`src/rtl/wb_stage_pipe_if.sv`:
```
// Writeback stage bus: memory-stage instruction fields,
// read response, stall back-pressure and regfile write port.
interface wb_stage_pipe_if #(
  parameter int XLEN   = 32,
  parameter int REG_AW = 5
);
  localparam int OFF_W = $clog2(XLEN/8);

  logic              valid_i;
  logic              RegWrite_i;
  logic [1:0]        WriteSrc_i;
  logic [2:0]        LoadType_i;
  logic [OFF_W-1:0]  ByteOff_i;
  logic [XLEN-1:0]   ALUout_i;
  logic [XLEN-1:0]   pcPlus4_i;
  logic [XLEN-1:0]   ImmOp_i;
  logic [REG_AW-1:0] rd_i;
  logic              MemRValid_i;
  logic [XLEN-1:0]   DataMemOut_i;
  logic              stall_o;
  logic              RegWrite_o;
  logic [REG_AW-1:0] rd_o;
  logic [XLEN-1:0]   WD3_o;

  modport master (
    output valid_i, RegWrite_i, WriteSrc_i,
    output LoadType_i, ByteOff_i, ALUout_i,
    output pcPlus4_i, ImmOp_i, rd_i,
    output MemRValid_i, DataMemOut_i,
    input  stall_o, RegWrite_o, rd_o, WD3_o
  );

  modport slave (
    input  valid_i, RegWrite_i, WriteSrc_i,
    input  LoadType_i, ByteOff_i, ALUout_i,
    input  pcPlus4_i, ImmOp_i, rd_i,
    input  MemRValid_i, DataMemOut_i,
    output stall_o, RegWrite_o, rd_o, WD3_o
  );
endinterface

```
`src/rtl/wb_stage_pipe.sv`:
```
// Registered writeback stage: source select, load extract,
// late-response wait state with stall, x0 suppression.
// Ports: clk_i, rst_i (async high), bus (wb_stage_pipe_if.slave).
module wb_stage_pipe #(
  parameter int XLEN   = 32,
  parameter int REG_AW = 5
) (
  input logic           clk_i,
  input logic           rst_i,
  wb_stage_pipe_if.slave bus
);
  localparam int OFF_W = $clog2(XLEN/8);

  typedef enum logic {S_IDLE, S_WAIT} state_t;

  state_t            r_state;
  state_t            w_next;
  logic              r_h_we;
  logic [2:0]        r_h_lt;
  logic [OFF_W-1:0]  r_h_off;
  logic [REG_AW-1:0] r_h_rd;
  logic              r_we;
  logic [REG_AW-1:0] r_rd;
  logic [XLEN-1:0]   r_wd;

  logic              w_cmp;
  logic              w_we;
  logic              w_latch;
  logic              w_stall;
  logic [REG_AW-1:0] w_rd;
  logic [XLEN-1:0]   w_wd;
  logic [XLEN-1:0]   w_src;
  logic [XLEN-1:0]   w_ld;
  logic [2:0]        w_lt;
  logic [OFF_W-1:0]  w_off;
  logic [OFF_W-1:0]  w_hoff;
  logic [OFF_W-1:0]  w_woff;
  logic [7:0]        w_b;
  logic [15:0]       w_h;
  logic [31:0]       w_w;

  // While waiting, the held load fields steer extraction.
  assign w_lt  = (r_state == S_WAIT) ? r_h_lt  : bus.LoadType_i;
  assign w_off = (r_state == S_WAIT) ? r_h_off : bus.ByteOff_i;

  // Halfword/word lanes drop the low offset bits (no misalign check).
  assign w_hoff = w_off & ~OFF_W'(1);
  assign w_woff = w_off & ~OFF_W'(3);

  assign w_b = 8'(bus.DataMemOut_i >> {w_off, 3'b000});
  assign w_h = 16'(bus.DataMemOut_i >> {w_hoff, 3'b000});
  assign w_w = 32'(bus.DataMemOut_i >> {w_woff, 3'b000});

  always_comb begin
    w_ld = bus.DataMemOut_i;
    case (w_lt)
      3'b000: w_ld = XLEN'($signed(w_b));
      3'b001: w_ld = XLEN'($signed(w_h));
      3'b100: w_ld = XLEN'(w_b);
      3'b101: w_ld = XLEN'(w_h);
      3'b010: if (XLEN == 64) w_ld = XLEN'($signed(w_w));
      3'b110: if (XLEN == 64) w_ld = XLEN'(w_w);
      default: w_ld = bus.DataMemOut_i;
    endcase
  end

  always_comb begin
    w_src = bus.ALUout_i;
    unique case (bus.WriteSrc_i)
      2'd0: w_src = bus.ALUout_i;
      2'd1: w_src = w_ld;
      2'd2: w_src = bus.pcPlus4_i;
      2'd3: w_src = bus.ImmOp_i;
    endcase
  end

  always_comb begin
    w_next  = r_state;
    w_cmp   = 1'b0;
    w_we    = bus.RegWrite_i;
    w_rd    = bus.rd_i;
    w_wd    = w_src;
    w_latch = 1'b0;
    w_stall = 1'b0;
    unique case (r_state)
      S_IDLE: begin
        if (bus.valid_i) begin
          if (bus.WriteSrc_i != 2'd1 || bus.MemRValid_i) begin
            w_cmp = 1'b1;
          end else begin
            w_stall = 1'b1;
            w_latch = 1'b1;
            w_next  = S_WAIT;
          end
        end
      end
      S_WAIT: begin
        w_we = r_h_we;
        w_rd = r_h_rd;
        w_wd = w_ld;
        if (bus.MemRValid_i) begin
          w_cmp  = 1'b1;
          w_next = S_IDLE;
        end else begin
          w_stall = 1'b1;
        end
      end
    endcase
  end

  always_ff @(posedge clk_i or posedge rst_i) begin
    if (rst_i) begin
      r_state <= S_IDLE;
      r_h_we  <= 1'b0;
      r_h_lt  <= '0;
      r_h_off <= '0;
      r_h_rd  <= '0;
    end else begin
      r_state <= w_next;
      if (w_latch) begin
        r_h_we  <= bus.RegWrite_i;
        r_h_lt  <= bus.LoadType_i;
        r_h_off <= bus.ByteOff_i;
        r_h_rd  <= bus.rd_i;
      end
    end
  end

  always_ff @(posedge clk_i or posedge rst_i) begin
    if (rst_i) begin
      r_we <= 1'b0;
      r_rd <= '0;
      r_wd <= '0;
    end else if (w_cmp) begin
      r_we <= w_we & (w_rd != '0);
      r_rd <= w_rd;
      r_wd <= w_wd;
    end else begin
      r_we <= 1'b0;
    end
  end

  assign bus.stall_o    = w_stall;
  assign bus.RegWrite_o = r_we;
  assign bus.rd_o       = r_rd;
  assign bus.WD3_o      = r_wd;
endmodule

```
`src/flat_wrapper.sv`:
```
// flat-port wrapper written by rule: the top's interface ports become plain ports
module wb_stage_pipe_flat 
#(
  parameter int XLEN   = 32,
  parameter int REG_AW = 5
)
  (clk_i, rst_i, bus_valid_i, bus_RegWrite_i, bus_WriteSrc_i, bus_LoadType_i, bus_ByteOff_i, bus_ALUout_i, bus_pcPlus4_i, bus_ImmOp_i, bus_rd_i, bus_MemRValid_i, bus_DataMemOut_i, bus_stall_o, bus_RegWrite_o, bus_rd_o, bus_WD3_o);
  wb_stage_pipe_if #(.XLEN(XLEN), .REG_AW(REG_AW)) bus_i ();
  input logic clk_i;
  input logic rst_i;
  input wire logic [$bits(bus_i.valid_i)-1:0] bus_valid_i;
  input wire logic [$bits(bus_i.RegWrite_i)-1:0] bus_RegWrite_i;
  input wire logic [$bits(bus_i.WriteSrc_i)-1:0] bus_WriteSrc_i;
  input wire logic [$bits(bus_i.LoadType_i)-1:0] bus_LoadType_i;
  input wire logic [$bits(bus_i.ByteOff_i)-1:0] bus_ByteOff_i;
  input wire logic [$bits(bus_i.ALUout_i)-1:0] bus_ALUout_i;
  input wire logic [$bits(bus_i.pcPlus4_i)-1:0] bus_pcPlus4_i;
  input wire logic [$bits(bus_i.ImmOp_i)-1:0] bus_ImmOp_i;
  input wire logic [$bits(bus_i.rd_i)-1:0] bus_rd_i;
  input wire logic [$bits(bus_i.MemRValid_i)-1:0] bus_MemRValid_i;
  input wire logic [$bits(bus_i.DataMemOut_i)-1:0] bus_DataMemOut_i;
  output wire logic [$bits(bus_i.stall_o)-1:0] bus_stall_o;
  output wire logic [$bits(bus_i.RegWrite_o)-1:0] bus_RegWrite_o;
  output wire logic [$bits(bus_i.rd_o)-1:0] bus_rd_o;
  output wire logic [$bits(bus_i.WD3_o)-1:0] bus_WD3_o;
  assign bus_i.valid_i = bus_valid_i;
  assign bus_i.RegWrite_i = bus_RegWrite_i;
  assign bus_i.WriteSrc_i = bus_WriteSrc_i;
  assign bus_i.LoadType_i = bus_LoadType_i;
  assign bus_i.ByteOff_i = bus_ByteOff_i;
  assign bus_i.ALUout_i = bus_ALUout_i;
  assign bus_i.pcPlus4_i = bus_pcPlus4_i;
  assign bus_i.ImmOp_i = bus_ImmOp_i;
  assign bus_i.rd_i = bus_rd_i;
  assign bus_i.MemRValid_i = bus_MemRValid_i;
  assign bus_i.DataMemOut_i = bus_DataMemOut_i;
  assign bus_stall_o = bus_i.stall_o;
  assign bus_RegWrite_o = bus_i.RegWrite_o;
  assign bus_rd_o = bus_i.rd_o;
  assign bus_WD3_o = bus_i.WD3_o;
  wb_stage_pipe #(.XLEN(XLEN), .REG_AW(REG_AW)) u_core (.clk_i(clk_i), .rst_i(rst_i), .bus(bus_i));
endmodule
```
`config.mk`:
```
export PLATFORM = sky130hd
export DESIGN_NAME = wb_stage_pipe_flat
export DESIGN_NICKNAME = d
export VERILOG_FILES = /design/src/rtl/wb_stage_pipe_if.sv /design/src/rtl/wb_stage_pipe.sv /design/src/flat_wrapper.sv
export SDC_FILE = /design/constraint.sdc
export NUM_CORES = 1
export LEC_CHECK = 0
export BUFFER_PORTS_ARGS = -buffer_cell sky130_fd_sc_hd__buf_4
export CORE_MARGIN = 5
export CORE_UTILIZATION = 40
export CTS_CLUSTER_DIAMETER = 60
export DETAILED_ROUTE_END_ITERATION = 12
export GPL_TIMING_DRIVEN = 1
export PLACE_DENSITY = 0.73
export SYNTH_ARGS = -nofsm -noshare
export SYNTH_HDL_FRONTEND = slang
export SYNTH_SLANG_ARGS = --single-unit
```
`constraint.sdc`:
```
create_clock -name clk_i -period 2 [get_ports clk_i]
set_clock_uncertainty 0.2 [all_clocks]
set_input_delay 0.1 -clock clk_i [delete_from_list [all_inputs] [get_ports clk_i]]
set_output_delay 0.1 -clock clk_i [all_outputs]
set_load 0.005 [all_outputs]
```
* Yosys cells after proc, flatten, opt, wreduce, memory -nomap -nowiden
Cells that the tools add are included.
Cells by class: bitwise gates (word level) 2, mux-type cells 17, equality and inequality tests 7, shift-type cells 2, reduce and logical (&&, ||, !) cells 4
Operator list (number):
- 32-bit one-hot mux with 4 select lines | 2
- 32-bit 2-to-1 mux | 1
- 32-bit by 5-bit >> shifter with 16-bit output | 1
- 32-bit by 5-bit >> shifter with 8-bit output | 1
- 1-bit 2-to-1 mux | 9
- 3-bit == test (second input constant) | 2
- 5-bit 2-to-1 mux | 1
- 5-bit nonzero test | 1
- 2-bit == test (second input constant) | 2
- 1-bit one-hot mux with 2 select lines | 2
- 3-bit by 1-bit == test with 1-bit output (second input constant) | 1
- 3-bit zero test | 1
- 3-bit 2-to-1 mux | 1
- 2-bit by 1-bit == test with 1-bit output (second input constant) | 1
- 2-bit zero test | 1
- 2-bit 2-to-1 mux | 1
- 2-bit by 1-bit != test with 1-bit output (second input constant) | 1
- 1-bit AND | 1
- 1-bit logical OR | 1
- 1-bit inverter | 1
Storage, ports and cells: output and inout port bits 39, word-level logic and storage cells 40, register bits after elaboration 50

* Logic depth before layout (Yosys ltp)
Gate-level depths: netlist of run 1.
word-level depth 6, gate-level depth with buffers 8

* Worst setup path before layout of run 1
OpenSTA, ideal clock, no wires.
kind register -> register, start point reg u_core.r_state, end point reg u_core.r_wd[8] (netlist: u_core.bus.WD3_o[8]), required time 1.671 ns, arrival 1.583 ns, period minus slack after synthesis 1.912 ns, cell stages (with the launch flop) 7, slack 0.088 ns, library setup time 0.129 ns, cell sequence dfrtp_1 -> buf_6 -> mux2_4 -> mux2i_4 -> o22ai_1 -> a2111oi_2 -> nor2_1
Between the ends: longest elaborated chain between the ends 5, elaborated cells on any way between the ends 13, classes of those cells eq/ne (3); shift (2); mux (6); bitwise (1); reduce/logical (1)
Ends and longest elaborated chain:
- from (decl) | line wb_stage_pipe.sv:16 | state_t r_state;
- from (signal assigned) | line wb_stage_pipe.sv:119 | r_state <= w_next;
- 2-bit 2-to-1 mux / 3-bit 2-to-1 mux (equally long branches) | line wb_stage_pipe.sv:44, wb_stage_pipe.sv:43
- 32-bit by 5-bit >> shifter with 16-bit output, or another cell as far along | line wb_stage_pipe.sv:51 | assign w_h = 16'(bus.DataMemOut_i >> {w_hoff, 3'b000});
- 32-bit one-hot mux with 4 select lines | line wb_stage_pipe.sv:56 | case (w_lt)
- 32-bit one-hot mux with 4 select lines | line wb_stage_pipe.sv:69 | unique case (bus.WriteSrc_i)
- 32-bit 2-to-1 mux | line wb_stage_pipe.sv:85 | unique case (r_state)
- to (signal assigned) | line wb_stage_pipe.sv:137 | r_wd <= w_wd;
- to (decl) | line wb_stage_pipe.sv:24 | logic [XLEN-1:0] r_wd;
Several ways; a longest one is shown, not always the timed one. A chain may end at the register's enable or synchronous reset.

* Worst setup path after layout of run 1
start point reg u_core.r_state, end point reg u_core.r_wd[15] (netlist: u_core.bus.WD3_o[15])
The elaborated chain is that of the path after synthesis.

==> out/qor.csv, run 1 <==
stage,metric,value,unit
hold_path,min_path_type,input pin to flop,
synth,synth_common_cells,"dfrtp_1 (50), a21oi_1 (46), nand2_1 (40), nor2_1 (39), mux2_2 (31)",
global_routing,top_usage_layer,met2,
setup_path,required,1.99,ns
detailed_routing,wl_per_cell,18.77,µm
power,peakVddDrop,0.3752,mV
synth,synth.most_common_cell,dfrtp_1,
setup_path,worst-path-buf-inv,1,
synth,synth_edf_count,0,
clock_tree,cts_max_path_buffers,2,
floorplan,core_area,9684,µm²
sta,fin_hold_ws,0.01457,ns
detailed_routing,ant_nets,0,
global_routing,grt_use_met3,0.05802,
detailed_routing,dr.first_iter.drc_count,206,
global_routing,grt_pass1_vias,4820,
detailed_routing,vias,4766,
clock_tree,cts_tree,yes,
place,gp_congestion,1.006,
cells_and_area,drive_above_1_share,0.4151,
sta,rsz0062_at_grt,yes,
clock_tree,numCtsBuffers,5,
clock_tree,clk_root_buffer_cell,clkbuf_8,
floorplan,start_util,0.4067,
synth,yosys_warnings,0,
detailed_routing,drc_errors,0,
synth,synthFlopType,dfrtp_1,
cells_and_area,final-instance-count-excl-fill,835,
global_routing,grt-ovfl-total,0,
setup_path,arrival,2.00,ns
floorplan,pin_count,184,
power,p_leak,2.834,nW
global_routing,gr-usage-met2,0.4509,
synth,synth_top_cell_area_share,0.3177,
clock_tree,cts.sinks,50,
synth,async_flop_share,1.000,
place,pre_cts_ws,-0.06572,ns
place,postPlaceCellArea,5614,µm²
hold_path,hold_start,bus_DataMemOut_i[7],
status,violations,negative setup slack,
sta,slew_headroom,0.6572,
setup_path,path_cells,mux2_4 > mux2i_4 > buf_4 > o21ai_0 > o221ai_1 > o211ai_1,
floorplan,die_width,109.2,µm
sta,clock.fmax,0.4960,GHz
detailed_routing,wirelength,15670,µm
floorplan,die_area,11930,µm²
hold_path,hold-path-endpoint,u_core.bus.WD3_o[7],
synth,synth_nets,607,
run,cap_violations,0,
cells_and_area,syn_to_final_growth,60.71,%
status,outcome,finished with violations,
setup_path,crit_type,flop to flop,
sta,hold_viol,0,
synth,yosysTopAreaCell,dfrtp_1,
global_routing,antenna_found_initial,0,
global_routing,gr-usage-all-layers,0.2546,
setup_path,cp_top_family,multiplexers,
clock_tree,clkTransAtPathRegs,0.11,ns
synth,synth_area_leaders,"dfrtp_1 (32%), mux2_2 (8.9%), mux2i_1 (6.6%)",
setup_path,cpPeakStageDelay,0.47,ns
power,power_density,559.9,nW/µm²
place,dp_cells,776,
floorplan,die_h,109.2,µm
sta,worst_pin_slew,0.5134,ns
setup_path,reg2regPathDepth,6,
synth,syn-cell-area,3939,µm²
setup_path,cp_max_fo,5,
sta,setup-violations-final,1,
synth,synthCells,462,
sta,post-route-min-period,2.016,ns
sta,fin_setup_tns,-0.01602,ns
setup_path,critPathSlowestCell,dfrtp_2,
global_routing,grt_pass1_wl,24190,µm
synth,synth_seq_cells,50,
clock_tree,clock_latency,0.32,ns
setup_path,rrSetupSlack,-0.02,ns
setup_path,end_kind,flop,
setup_path,start_kind,flop,
synth,synthDistinctLibCells,47,
sta,min_period_over_period,1.008,
global_routing,use_met1,0.3140,
global_routing,grt_max_degree,38,
synth,synth-seq-area-share,0.3177,
cells_and_area,fillerInstances,828,
floorplan,rows,36,
cells_and_area,final_area,6330,µm²
setup_path,rr_endpoint,u_core.bus.WD3_o[15],
detailed_routing,vias_per_cell,5.708,
setup_path,crit-reg2reg-launch,u_core.r_state,
place,hpwl,12200,µm
detailed_routing,drtPass1Iterations,5,
clock_tree,htreeDepth,2,
cells_and_area,nets,845,
sta,slew_viol_final,0,
sta,finalWorstSetupSlack,-0.01602,ns
synth,avgSynthCellArea,8.525,µm²
place,port-buffer-count,183,
hold_path,worstHoldPathCells,4,
==> kinds of logic after synthesis <==
logic type             synth area share
AO/OA/AOI/OAI                    0.3183
AND/OR/NAND/NOR                  0.1375
buffers and inverters           0.05305
multiplexers                     0.1734
flip-flops                       0.3177
==> metrics by stage <==
stage,util,total power [mW]
finish,0.6536,3.544
global route,0.6534,3.753
CTS,0.6432,3.505
detailed placement,0.5797,2.784
global placement,0.5797,2.748
floorplan,-,2.027
==> layer usage <==
layer  up-vias  wire length (µm)
met3        21              1478
met4         0               225
li1       2229                 -
met5         -                 0
met2       249              7758
met1      2267              6207
==> cell usage in the layout, fill, tap and decap left out, drive strengths merged, types with 27 or more instances in the layout <==
cell | synthesis | final
dlygate4sd3 | 0 | 47
o21ai | 30 | 30
a21oi | 48 | 48
nor2 | 39 | 39
nand2 | 40 | 40
mux2 | 32 | 32
mux2i | 29 | 29
o22ai | 27 | 27
dfrtp | 50 | 50
buf | 18 | 222
==> worst max-delay path by stage <==
stage / startpoint / endpoint / slack (ns) / cells after the start
2_1_floorplan: u_core.r_state / u_core.bus.WD3_o[8] / 0.09 / 6
3_3_place_gp: u_core.r_state / u_core.bus.WD3_o[3] / 0.009 / 7
3_5_place_dp: u_core.r_state / u_core.bus.WD3_o[3] / -0.07 / 6
4_1_cts: u_core.r_state / u_core.bus.WD3_o[1] / -0.02 / 6
5_1_grt: u_core.r_state / u_core.bus.WD3_o[10] / -0.1 / 7
6_report: u_core.r_state / u_core.bus.WD3_o[15] / -0.02 / 6
==> worst reg2reg max path, stage by stage (launching register included) <==
cell and delay, ns:
dfrtp_2 0.47, mux2_4 0.36, mux2i_4 0.27, buf_4 0.16, o21ai_0 0.08, o221ai_1 0.22, o211ai_1 0.13
==> power breakdown <==
part           internal [mW]  switching (mW)
Sequential              1.21           0.157
Clock                  0.254           0.388
Combinational          0.845           0.691
==> repair_timing <==
action	4_1_cts	5_1_grt
hold buffers	47	0
endpoints found under the hold margin	65	0
buffers inserted	1	2
gates resized for setup	7	23
pin swaps	1	5
setup endpoints to repair	10	36
==> layout make-up <==
class	count	area (µm²)	share of cell area
Multi-Input combinational cell	368	2597	0.4104
Timing Repair Buffer	269	2195	0.3467
Tap cell	133	166.4	0.02629
Antenna cell	1	2.502	0.0003953
Clock inverter	3	25.02	0.003953
Sequential cell	50	1252	0.1979
Inverter	6	22.52	0.003558
Clock buffer	5	68.82	0.01087
==> registers in the layout, summed over array words and instances (netlist names) <==
signal / cells
u_core.bus.RegWrite_o: 1
u_core.bus.WD3_o: 32
u_core.bus.rd_o: 5
u_core.r_h_lt: 3
u_core.r_h_off: 2
u_core.r_h_rd: 5
u_core.r_h_we: 1
u_core.r_state: 1
(Power assumes the default switching activity.)
==> run 2: changes to the inputs <==
==> constraint.sdc (replaced) <==
create_clock -name clk_i -period 2 [get_ports clk_i]
set_clock_uncertainty 0.2 [all_clocks]
set_input_delay 0 -clock clk_i [delete_from_list [all_inputs] [get_ports clk_i]]
set_output_delay 0 -clock clk_i [all_outputs]
set_load 0.005 [all_outputs]
==> run 2 against run 1 <==
Compared with the run above:
- sequential share of layout area is 1.1 points lower
- utilization is 3.7 points higher
- cell area is 5.6% higher
- combinational power is 5% higher
- highest routed layer unchanged
- critical endpoint is now u_core.bus.WD3_o[9]
- non-clock buffer count is 34 higher
- the flow still finishes with violations (negative setup slack)
- die area stayed put
- hold slack worse by 0.0098 ns
- global-route usage is 0.91 points higher
- maximum frequency is 0.20% lower
==> out/qor.csv, run 2 (synthesized netlist as in run 1, its figures left out) <==
stage,metric,value,unit
place,pre_cts_ws,-0.1292,ns
power,peakVddDrop,0.5166,mV
global_routing,gr-usage-all-layers,0.2637,
global_routing,grt_max_degree,38,
sta,setup-violations-final,7,
floorplan,rows,36,
floorplan,die_width,109.2,µm
sta,slew_viol_final,0,
global_routing,grt-ovfl-total,0,
cells_and_area,final_cell_mix,"buf_4 (224), dlygate4sd3_1 (75), dfrtp_1 (49)",
clock_tree,clkTransAtPathRegs,0.10,ns
sta,rsz0062_at_grt,yes,
sta,worst_pin_slew,0.4988,ns
cells_and_area,drive_above_1_share,0.4082,
sta,hold_viol,0,
clock_tree,htreeDepth,2,
setup_path,crit_type,flop to flop,
cells_and_area,syn_to_final_growth,69.73,%
setup_path,required,2.01,ns
floorplan,start_util,0.4067,
floorplan,die_h,109.2,µm
clock_tree,cts_tree,yes,
detailed_routing,drtPass1Iterations,5,
place,hpwl,12230,µm
detailed_routing,drc_errors,0,
detailed_routing,wl_per_cell,19.41,µm
run,cap_violations,0,
cells_and_area,n_antenna_cell,0,
setup_path,crit-reg2reg-launch,u_core.r_state,
setup_path,arrival,2.03,ns
setup_path,path_cells,buf_4 > mux2i_2 > nand3b_1 > o22ai_4 > nor4_1 > o31ai_1,
setup_path,start_kind,flop,
status,outcome,finished with violations,
sta,fin_hold_ws,0.004754,ns
sta,fin_setup_tns,-0.07891,ns
setup_path,crit_start,u_core.r_state,
hold_path,worstHoldPathCells,5,
hold_path,hold-path-endpoint,u_core.bus.WD3_o[26],
cells_and_area,nets,879,
sta,finalWorstSetupSlack,-0.02011,ns
status,violations,negative setup slack,
place,gp_congestion,0.9583,
hold_path,hold_start,bus_ALUout_i[26],
setup_path,critPathSlowestCell,dfrtp_2,
clock_tree,numCtsBuffers,5,
setup_path,rrSetupSlack,-0.02,ns
power,p_leak,2.996,nW
floorplan,pin_count,184,
cells_and_area,largest_reg_flops,32,
detailed_routing,vias,4993,
setup_path,cpPeakStageDelay,0.45,ns
floorplan,core_area,9684,µm²
place,port-buffer-count,183,
detailed_routing,vias_per_cell,5.752,
detailed_routing,ant_nets,0,
sta,clock.fmax,0.4950,GHz
hold_path,min_path_type,input pin to flop,
clock_tree,clk_root_buffer_cell,clkbuf_8,
setup_path,rr_endpoint,u_core.bus.WD3_o[9],
sta,min_period_over_period,1.010,
setup_path,end_kind,flop,
cells_and_area,final_common_cell,buf_4,
clock_tree,cts.sinks,50,
sta,post-route-min-period,2.020,ns
power,power_density,579.5,nW/µm²
setup_path,cp_max_fo,7,
setup_path,reg2regPathDepth,6,
clock_tree,clock_latency,0.30,ns
sta,slew_headroom,0.6675,
global_routing,grt_pass1_wl,24970,µm
global_routing,grt_pass1_vias,5035,
global_routing,antenna_found_initial,0,
detailed_routing,wirelength,16850,µm
clock_tree,cts_max_path_buffers,2,
floorplan,die_area,11930,µm²
detailed_routing,dr.first_iter.drc_count,389,
==> run 2: worst max path at each step <==
stage	endpoint	slack [ns]	depth (start not counted)
4_1_cts	u_core.bus.WD3_o[0]	-0.008	6
2_1_floorplan	u_core.bus.WD3_o[8]	0.09	6
6_report	u_core.bus.WD3_o[9]	-0.02	6
3_3_place_gp	u_core.bus.WD3_o[2]	0.003	6
5_1_grt	u_core.bus.WD3_o[14]	-0.08	6
3_5_place_dp	u_core.bus.WD3_o[0]	-0.13	6
==> run 2: layer usage <==
layer | routed length [µm] | GRT usage
met5 | 0 | 0
met4 | 399 | 0.08370
met3 | 1774 | 0.06217
met2 | 8304 | 0.4680
met1 | 6372 | 0.3137
==> run 2: metrics by stage <==
step	instances	instance area [µm²]	power, mW	util
after detailed placement	777	5609	2.783	0.5792
final	868	6685	3.874	0.6903
after global placement	777	5609	2.742	0.5792
after floorplan	462	3939	2.027	-
after CTS	861	6528	3.803	0.6740
after global routing	868	6685	4.062	0.6903
==> run 2: what timing repair did <==
| item | 4_1_cts | 5_1_grt |
|---|---|---|
| buffers inserted | 1 | 7 |
| endpoints found under the setup margin | 14 | 25 |
| pin swaps | 1 | 11 |
| gates resized for setup | 4 | 26 |
| endpoints found under the hold margin | 100 | 0 |
| hold buffers | 75 | 0 |
==> run 2: cell type report <==
| type | count | area [µm²] |
|---|---|---|
| clock buffer | 6 | 82.58 |
| sequential | 50 | 1252 |
| fill | 719 | 2999 |
| multi-input combinational | 368 | 2597 |
| timing repair buffer | 303 | 2504 |
| inverter | 6 | 22.52 |
| tap | 133 | 166.4 |
| clock inverter | 2 | 60.06 |
==> run 2: where the power goes <==
part	total (mW)	internal (mW)	switching (mW)	leakage [nW]
combinational	1.61	0.891	0.718	2.32
clock	0.891	0.534	0.357	0.0714
sequential	1.37	1.21	0.166	0.603
==> run 2: critical path: cells and delay by family, from the launching register on <==
family	cells	cell delay, ns
AOI/OAI and AO/OA	2	0.51
buffers and inverters	1	0.16
DFF	1	0.45
muxes	1	0.33
and+or+nand+nor	2	0.27
